$ cat src/rtl/memory_pkg.sv
// rtl/memory_pkg.sv - shared types and limits for the memory cell pipe
package memory_pkg;

  typedef enum logic {MEM_IDLE, MEM_CLEAR} mem_state_t;

  localparam int MEM_MAX_READ_LATENCY = 2;

endpackage

$ cat src/rtl/memory_read_pipe.sv
// rtl/memory_read_pipe.sv - LATENCY-deep {valid, data} shift; data stages only load on valid
module memory_read_pipe
  import memory_pkg::*;
#(
  parameter int BIT_SIZE = 16,
  parameter int LATENCY  = 1
) (
  input  logic                clk,
  input  logic                rst_n,
  input  logic                in_valid,
  input  logic [BIT_SIZE-1:0] in_data,
  output logic                out_valid,
  output logic [BIT_SIZE-1:0] out_data
);

  localparam int LAT = (LATENCY < 1) ? 1 :
                       (LATENCY > MEM_MAX_READ_LATENCY) ? MEM_MAX_READ_LATENCY : LATENCY;

  logic [LAT-1:0]      vld;
  logic [BIT_SIZE-1:0] dat [LAT];

  // Gating data loads on valid keeps out_data stable between read results.
  always_ff @(posedge clk or negedge rst_n) begin
    if (!rst_n) begin
      vld <= '0;
      for (int i = 0; i < LAT; i++) dat[i] <= '0;
    end else begin
      vld[0] <= in_valid;
      if (in_valid) dat[0] <= in_data;
      for (int i = 1; i < LAT; i++) begin
        vld[i] <= vld[i-1];
        if (vld[i-1]) dat[i] <= dat[i-1];
      end
    end
  end

  assign out_valid = vld[LAT-1];
  assign out_data  = dat[LAT-1];

endmodule

$ cat src/rtl/memory_cell_pipe.sv
// rtl/memory_cell_pipe.sv - memory array with pipelined reads and sequenced bulk clear
// Optional write-first forwarding on same-address read/write: MEMORY_FORWARD_EN
module memory_cell_pipe
  import memory_pkg::*;
#(
  parameter int DEPTH        = 2,
  parameter int BIT_SIZE     = 16,
  parameter int READ_LATENCY = 1,
  localparam int AW          = $clog2(DEPTH)
) (
  input  logic                clk,
  input  logic                rst_n,
  input  logic                write_enable,
  input  logic [AW-1:0]       write_addr,
  input  logic [BIT_SIZE-1:0] data_in,
  input  logic                read_enable,
  input  logic [AW-1:0]       read_addr,
  output logic [BIT_SIZE-1:0] data_out,
  output logic                read_valid,
  input  logic                clear,
  output logic                busy
);

  localparam logic [AW-1:0] LAST = AW'(DEPTH - 1);

  logic [BIT_SIZE-1:0] mem [DEPTH];
  mem_state_t          state;
  logic [AW-1:0]       clr_cnt;

  logic                accept, wr_fire, rd_fire, wr_in_range, rd_in_range;
  logic                mem_we;
  logic [AW-1:0]       mem_waddr;
  logic [BIT_SIZE-1:0] mem_wdata, rd_data;

  always_ff @(posedge clk or negedge rst_n) begin
    if (!rst_n) begin
      state   <= MEM_IDLE;
      clr_cnt <= '0;
      busy    <= 1'b0;
    end else begin
      case (state)
        MEM_IDLE: if (clear) begin
          state   <= MEM_CLEAR;
          clr_cnt <= '0;
          busy    <= 1'b1;
        end
        MEM_CLEAR: if (clr_cnt == LAST) begin
          state <= MEM_IDLE;
          busy  <= 1'b0;
        end else begin
          clr_cnt <= clr_cnt + AW'(1);
        end
        default: state <= MEM_IDLE;
      endcase
    end
  end

  assign accept      = (state == MEM_IDLE) && !clear;
  assign wr_in_range = int'(write_addr) < DEPTH;
  assign rd_in_range = int'(read_addr) < DEPTH;
  assign wr_fire     = accept && write_enable && wr_in_range;
  assign rd_fire     = accept && read_enable;

  // Gating on rst_n keeps an aborted clear from zeroing one more entry.
  always_comb begin
    mem_we    = 1'b0;
    mem_waddr = write_addr;
    mem_wdata = data_in;
    if (state == MEM_CLEAR) begin
      mem_we    = rst_n;
      mem_waddr = clr_cnt;
      mem_wdata = '0;
    end else if (wr_fire) begin
      mem_we = rst_n;
    end
  end

  always_ff @(posedge clk) begin
    if (mem_we) mem[mem_waddr] <= mem_wdata;
  end

  always_comb begin
    rd_data = '0;
    if (rd_in_range) begin
      rd_data = mem[read_addr];
`ifdef MEMORY_FORWARD_EN
      if (write_enable && (write_addr == read_addr)) rd_data = data_in;
`endif
    end
  end

  memory_read_pipe #(
    .BIT_SIZE (BIT_SIZE),
    .LATENCY  (READ_LATENCY)
  ) u_read_pipe (
    .clk       (clk),
    .rst_n     (rst_n),
    .in_valid  (rd_fire),
    .in_data   (rd_data),
    .out_valid (read_valid),
    .out_data  (data_out)
  );

endmodule

$ cat config.mk
export PLATFORM = sky130hd
export DESIGN_NAME = memory_cell_pipe
export DESIGN_NICKNAME = d
export VERILOG_FILES = /design/src/rtl/memory_pkg.sv /design/src/rtl/memory_read_pipe.sv /design/src/rtl/memory_cell_pipe.sv
export SDC_FILE = /design/constraint.sdc
export NUM_CORES = 1
export LEC_CHECK = 0
export ABC_CLOCK_PERIOD_IN_PS = 5700
export BUFFER_PORTS_ARGS = -buffer_cell sky130_fd_sc_hd__buf_4
export CAP_MARGIN = 20
export CORE_ASPECT_RATIO = 1.2
export CORE_MARGIN = 4
export CORE_UTILIZATION = 40
export CTS_BUF_LIST = sky130_fd_sc_hd__clkbuf_4 sky130_fd_sc_hd__clkbuf_8
export DETAILED_ROUTE_END_ITERATION = 10
export PLACE_DENSITY_LB_ADDON = 0.25
export RECOVER_POWER = 50
export SETUP_SLACK_MARGIN = 0.02
export SLEW_MARGIN = 0
export SYNTH_ARGS = -nofsm -noshare
export SYNTH_HDL_FRONTEND = slang
export SYNTH_SLANG_ARGS = --single-unit
$ cat constraint.sdc
create_clock -name clk -period 5.7 [get_ports clk]
set_input_delay 0.285 -clock clk [delete_from_list [all_inputs] [get_ports clk]]
set_output_delay 0.285 -clock clk [all_outputs]
set_load 0.01 [all_outputs]
### Word level (Yosys, flattened, before mapping)

Memory sizes are Yosys's and may differ from the RTL's. A register that Yosys moved wholly into a read port is not among the register bits.
Cells that the tools add are included.

| word-level totals | value |
|---|---|
| register bits | 4 |
| memory bits (writable) | 32 |
| output and inout port bits | 18 |
| logic and storage cells | 30 |
| memories kept | 1 |

| operators by class | value |
|---|---|
| add/subtract/negate cells | 1 |
| equal/unequal tests | 2 |
| muxes and demuxes | 15 |
| bitwise operators | 1 |
| reductions and logical operators | 6 |

Memories:

| memory | words | width | read ports | clocked after Yosys merged registers in | wr ports | RTL line | text |
|---|---|---|---|---|---|---|---|
| mem | 2 | 16 | 1 | 1 | 1 | memory_cell_pipe.sv:26 | `logic [BIT_SIZE-1:0] mem [DEPTH];` |

Operator list:

| cell | number |
|---|---|
| $mux 16 | 1 |
| $mux 1 | 11 |
| $pmux 1 s2 | 3 |
| $logic_and 1x1->1 | 3 |
| $logic_not 1->1 | 2 |
| $ne 2x1->1 const B | 1 |
| $ne 2x2->1 const B | 1 |
| $reduce_and 2->1 | 1 |
| $add 1x1->1 const B | 1 |
| $not 1->1 | 1 |

### Longest topological paths before layout

| depth | value |
|---|---|
| depth after elaboration | 7 |
| gate-level depth with buffers | 4 |
| depth with buffers taken out | 2 |

### Modules after synthesis

Synthesis repeated with hierarchy kept, for this count alone.

| unflattened totals | value |
|---|---|
| cells, all modules | 119 |
| area total of the unflattened synthesis | 2157.1 um^2 |

Modules (own cells, without submodules):

| module | times used | cells an instance | area each (um^2) | sequential area each (um^2) |
|---|---|---|---|---|
| memory_cell_pipe | 1 | 84 | 1482.7 | 1036.0 |
| memory_read_pipe | 1 | 35 | 674.4 | 425.4 |

### Least setup slack after synthesis

OpenSTA, ideal clock, no wires.

| path | value |
|---|---|
| kind | register -> register |
| from | register state |
| to | memory mem[1][0], enable pin |
| data arrival time | 2.030 ns |
| required time | 5.286 ns |
| setup slack | 3.257 ns |
| stages on the path, launching flop included | 4 |
| path buffers | 1 |
| period minus slack after synthesis | 2.443 ns |
| path through | dfrtp_1 clkbuf_1 nand2_1 a21boi_0 |

| on the way | value |
|---|---|
| cells in the longest elaborated chain, start to end | 7 |

RTL lines:

| item | RTL line | text |
|---|---|---|
| start: declaration | memory_cell_pipe.sv:27 | `mem_state_t state;` |
| start signal: assignment | memory_cell_pipe.sv:37 | `state <= MEM_IDLE;` |
| start signal: assignment | memory_cell_pipe.sv:43 | `state <= MEM_CLEAR;` |
| start signal: assignment | memory_cell_pipe.sv:48 | `state <= MEM_IDLE;` |
| $not 1->1 | - |  |
| $logic_and 1x1->1 | memory_cell_pipe.sv:58 | `assign accept = (state == MEM_IDLE) && !clear;` |
| $logic_and 1x1->1 | memory_cell_pipe.sv:61 | `assign wr_fire = accept && write_enable && wr_in_range;` |
| $mux 1 | memory_cell_pipe.sv:73 | `end else if (wr_fire) begin` |
| $mux 1 | memory_cell_pipe.sv:69 | `if (state == MEM_CLEAR) begin` |
| $mux 1 | memory_cell_pipe.sv:79 | `if (mem_we) mem[mem_waddr] <= mem_wdata;` |
| $mux 1 (not written as such) | memory_cell_pipe.sv:79 |  |
| end: declaration | memory_cell_pipe.sv:26 |  |

Parallel ways exist; a longest one is shown, timed or not.

### Worst setup path in the final report

| path | value |
|---|---|
| from | input port rst_n |
| to | memory mem[1][5], enable pin |

| on the way | value |
|---|---|
| cells in the longest elaborated chain, start to end | 4 |

RTL lines:

| item | RTL line | text |
|---|---|---|
| start: declaration | memory_cell_pipe.sv:12 | `input logic rst_n,` |
| $mux 1 | memory_cell_pipe.sv:73 |  |
| $mux 1 (*) | memory_cell_pipe.sv:69 |  |
| $mux 1 (*) | memory_cell_pipe.sv:79 |  |
| $mux 1 (not written as such) (*) | memory_cell_pipe.sv:79 |  |

Every way passes the cells marked *; elsewhere a longest branch is shown, timed or not.

==> metrics.txt <==
largest cells by area after synthesis=edfxtp_1, dfrtp_1, mux2_2; share of cells above drive strength 1=38.9%; required time worst endpoint=around 5.6 ns; Max Root-Sink Buffers=2; FMAX=roughly 0.38 GHz; Worst slew margin=between 10% and 20%; Reg-to-Reg Start=state$_DFF_PN0_; TritonCTS clock tree=yes; vias in the first global route=roughly 1200; RSZ-0062 raised after global routing=false; area leader, netlist=edfxtp_1; post-layout util=between 40 and 50%; clk slew on worst S/H paths=0.09 ns; multi-input logic area=587 sq um; die width=74.1 um; Post-Syn Area=2100 sq um; initial core utilization=41.8%; Slew Limit Fails=0; H-tree levels=2; die area=6470 sq um; leading cell types in the layout, fill and taps excluded=edfxtp_1, mux2_2, buf_4; # diodes=0; Final Non-Filler Cells=222; via count=1078; status=finished clean; Worst Setup End Kind=flip-flop; Via density=4.86; Post-Route WL=about 3.6 mm; post-DP HPWL=2.34 mm; Root Buffer=clkbuf_8; die height=slightly below 90 um; grt ovf=0; CP Max Fanout=22; reg2reg end=mem[1][5]$_DFFE_PP_; worst slew pin tran=1.21 ns; Initial DRT Pass Iterations=4; worst path cell trace=dlygate4sd3_1, clkbuf_1, a21boi_2; post-synthesis sequential area ratio=about 70%; Reg2Reg Setup Slack=3.42 ns; period utilization=46.4%; Setup TNS=0 ns; Synth-to-Final Area Change=19.1%; register area=1460 sq um; post_cts resized=0; Startpoint Class=primary input; Max stage delay cell, worst path=clkbuf_1; Critical Path Sink=mem[1][5]$_DFFE_PP_; Synth warnings=0; synthesized area per cell=17.8 sq um; Critical Path Max Stage Delay=0.89 ns; Filler Cell Count=455; max capacitance violation total=0; Crit Path Class=primary input to flip-flop; Final Power=1190 uW; initial antenna violation count=0; Cells after Synth=118; overall routing resource usage=12.4%; antenna viol nets, final=0; Setup Skew=around 0.0043 ns; Leak Pwr=0.000962 uW; row count=28; #FFs+latches synth=52; Final min period=2.64 ns; Synth top area share=45.9%; clk_lat worst skew=0.30 ns; I/O pin total=approximately 40; most common cell after layout, fill and taps aside=edfxtp_1; input/output buffers=40; CP startpoint=rst_n; Core Area=5010 sq um; # setup viols final=0; Inserted Clock Buffers=5; drt wl/cell=around 16 um; worst r2r path cells=2; setup repair bufs after CTS=0; largest net degree at the start of global routing=25; Final Hold Fails=0; WHS Path Cells=2; Syn Nets=141; Synth cell types=19; cell total after placement=roughly 210; CTS sink count=52; Pwr per Cell Area=475 nW/um^2; Hold Buf Count CTS=1; Post-layout nets=184; VDD IR max=0.289 mV; DR iter-0 viols=38; critical path arrival=~2.6 ns; first-pass GRT wire length=5.73 mm; Residual DRC=0; gpl congestion=0.721; worst min-delay path class=primary input to flip-flop
cells by family after synthesis:
group	Yosys count	synth area share, %
mux	32	18.8
buf+inv	7	2.45
simple gates	22	7.28
compound gates	5	1.73
flops	52	69.7
worst min path at each step:
| stage | from | end | slack (ns) |
|---|---|---|---|
| 2_1_floorplan | rst_n | busy$_DFFE_PN0P_ | -0.01 |
| 3_3_place_gp | rst_n | u_read_pipe.out_data[4]$_DFFE_PN0P_ | 0.18 |
| 3_5_place_dp | rst_n | u_read_pipe.out_data[4]$_DFFE_PN0P_ | 0.20 |
| 4_1_cts | clear | state$_DFF_PN0_ | 0.24 |
| 5_1_grt | clear | state$_DFF_PN0_ | 0.25 |
| 6_report | clear | state$_DFF_PN0_ | 0.25 |
layout make-up:
| cell class | instances | area share [%] |
|---|---|---|
| inverter | 2 | 0.301 |
| clock inverter | 1 | 1.20 |
| sequential | 52 | 58.5 |
| clock buffer | 7 | 3.86 |
| timing repair buffer | 41 | 9.57 |
| multi-input combinational | 59 | 23.5 |
| tap | 60 | 3.01 |
metal layers:
layer | GRT usage (%) | part of all wire (%) | up-vias
met2 | 20.7 | 50 | 35
met1 | 13.4 | 42 | 526
met4 | 6.43 | 1.9 | 0
met3 | 4.50 | 6.3 | 6
li1 | - | - | 511
met5 | 0 | 0 | -
stage by stage:
stage / area (sq um) / hold slack (ns) / setup slack, ns
2_1_floorplan: 2100 / -0.0106 / 3.26
3_3_place_gp: 2430 / 0.182 / 3.49
3_5_place_dp: 2430 / 0.195 / 3.42
4_1_cts: 2570 / 0.237 / 3.41
5_1_grt: 2500 / 0.251 / 2.71
6_report: 2500 / 0.247 / 3.06
flip-flops by register name (all words and copies together), names as in the netlist:
| name | cells |
|---|---|
| u_read_pipe.out_valid | 1 |
| u_read_pipe.out_data | 16 |
| busy | 1 |
| mem | 32 |
| state | 1 |
| clr_cnt | 1 |
critical path: cells and delay by family:
kind | cells | cell delay [ns]
buffers and inverters | 2 | 1.42
AO/OA/AOI/OAI | 1 | 0.87
where the power goes:
| group | internal, uW | switching, uW | leakage (uW) |
|---|---|---|---|
| logic | 147 | 138 | 0.000358 |
| clock network | 155 | 117 | 0.0000645 |
| registers | 547 | 80.8 | 0.000540 |
cell usage after synthesis:
library cell	number
nor2_1	1
mux2_4	9
dfrtp_1	20
nor2b_1	17
buf_6	1
o21a_1	2
o22ai_1	1
buf_2	1
a21o_1	1
a21boi_0	1
nand2_1	1
inv_1	2
mux2_2	23
buf_12	1
nand4bb_1	1
nor3b_4	1
nor4b_1	1
clkbuf_1	2
edfxtp_1	32
(Power assumes the default switching activity.)
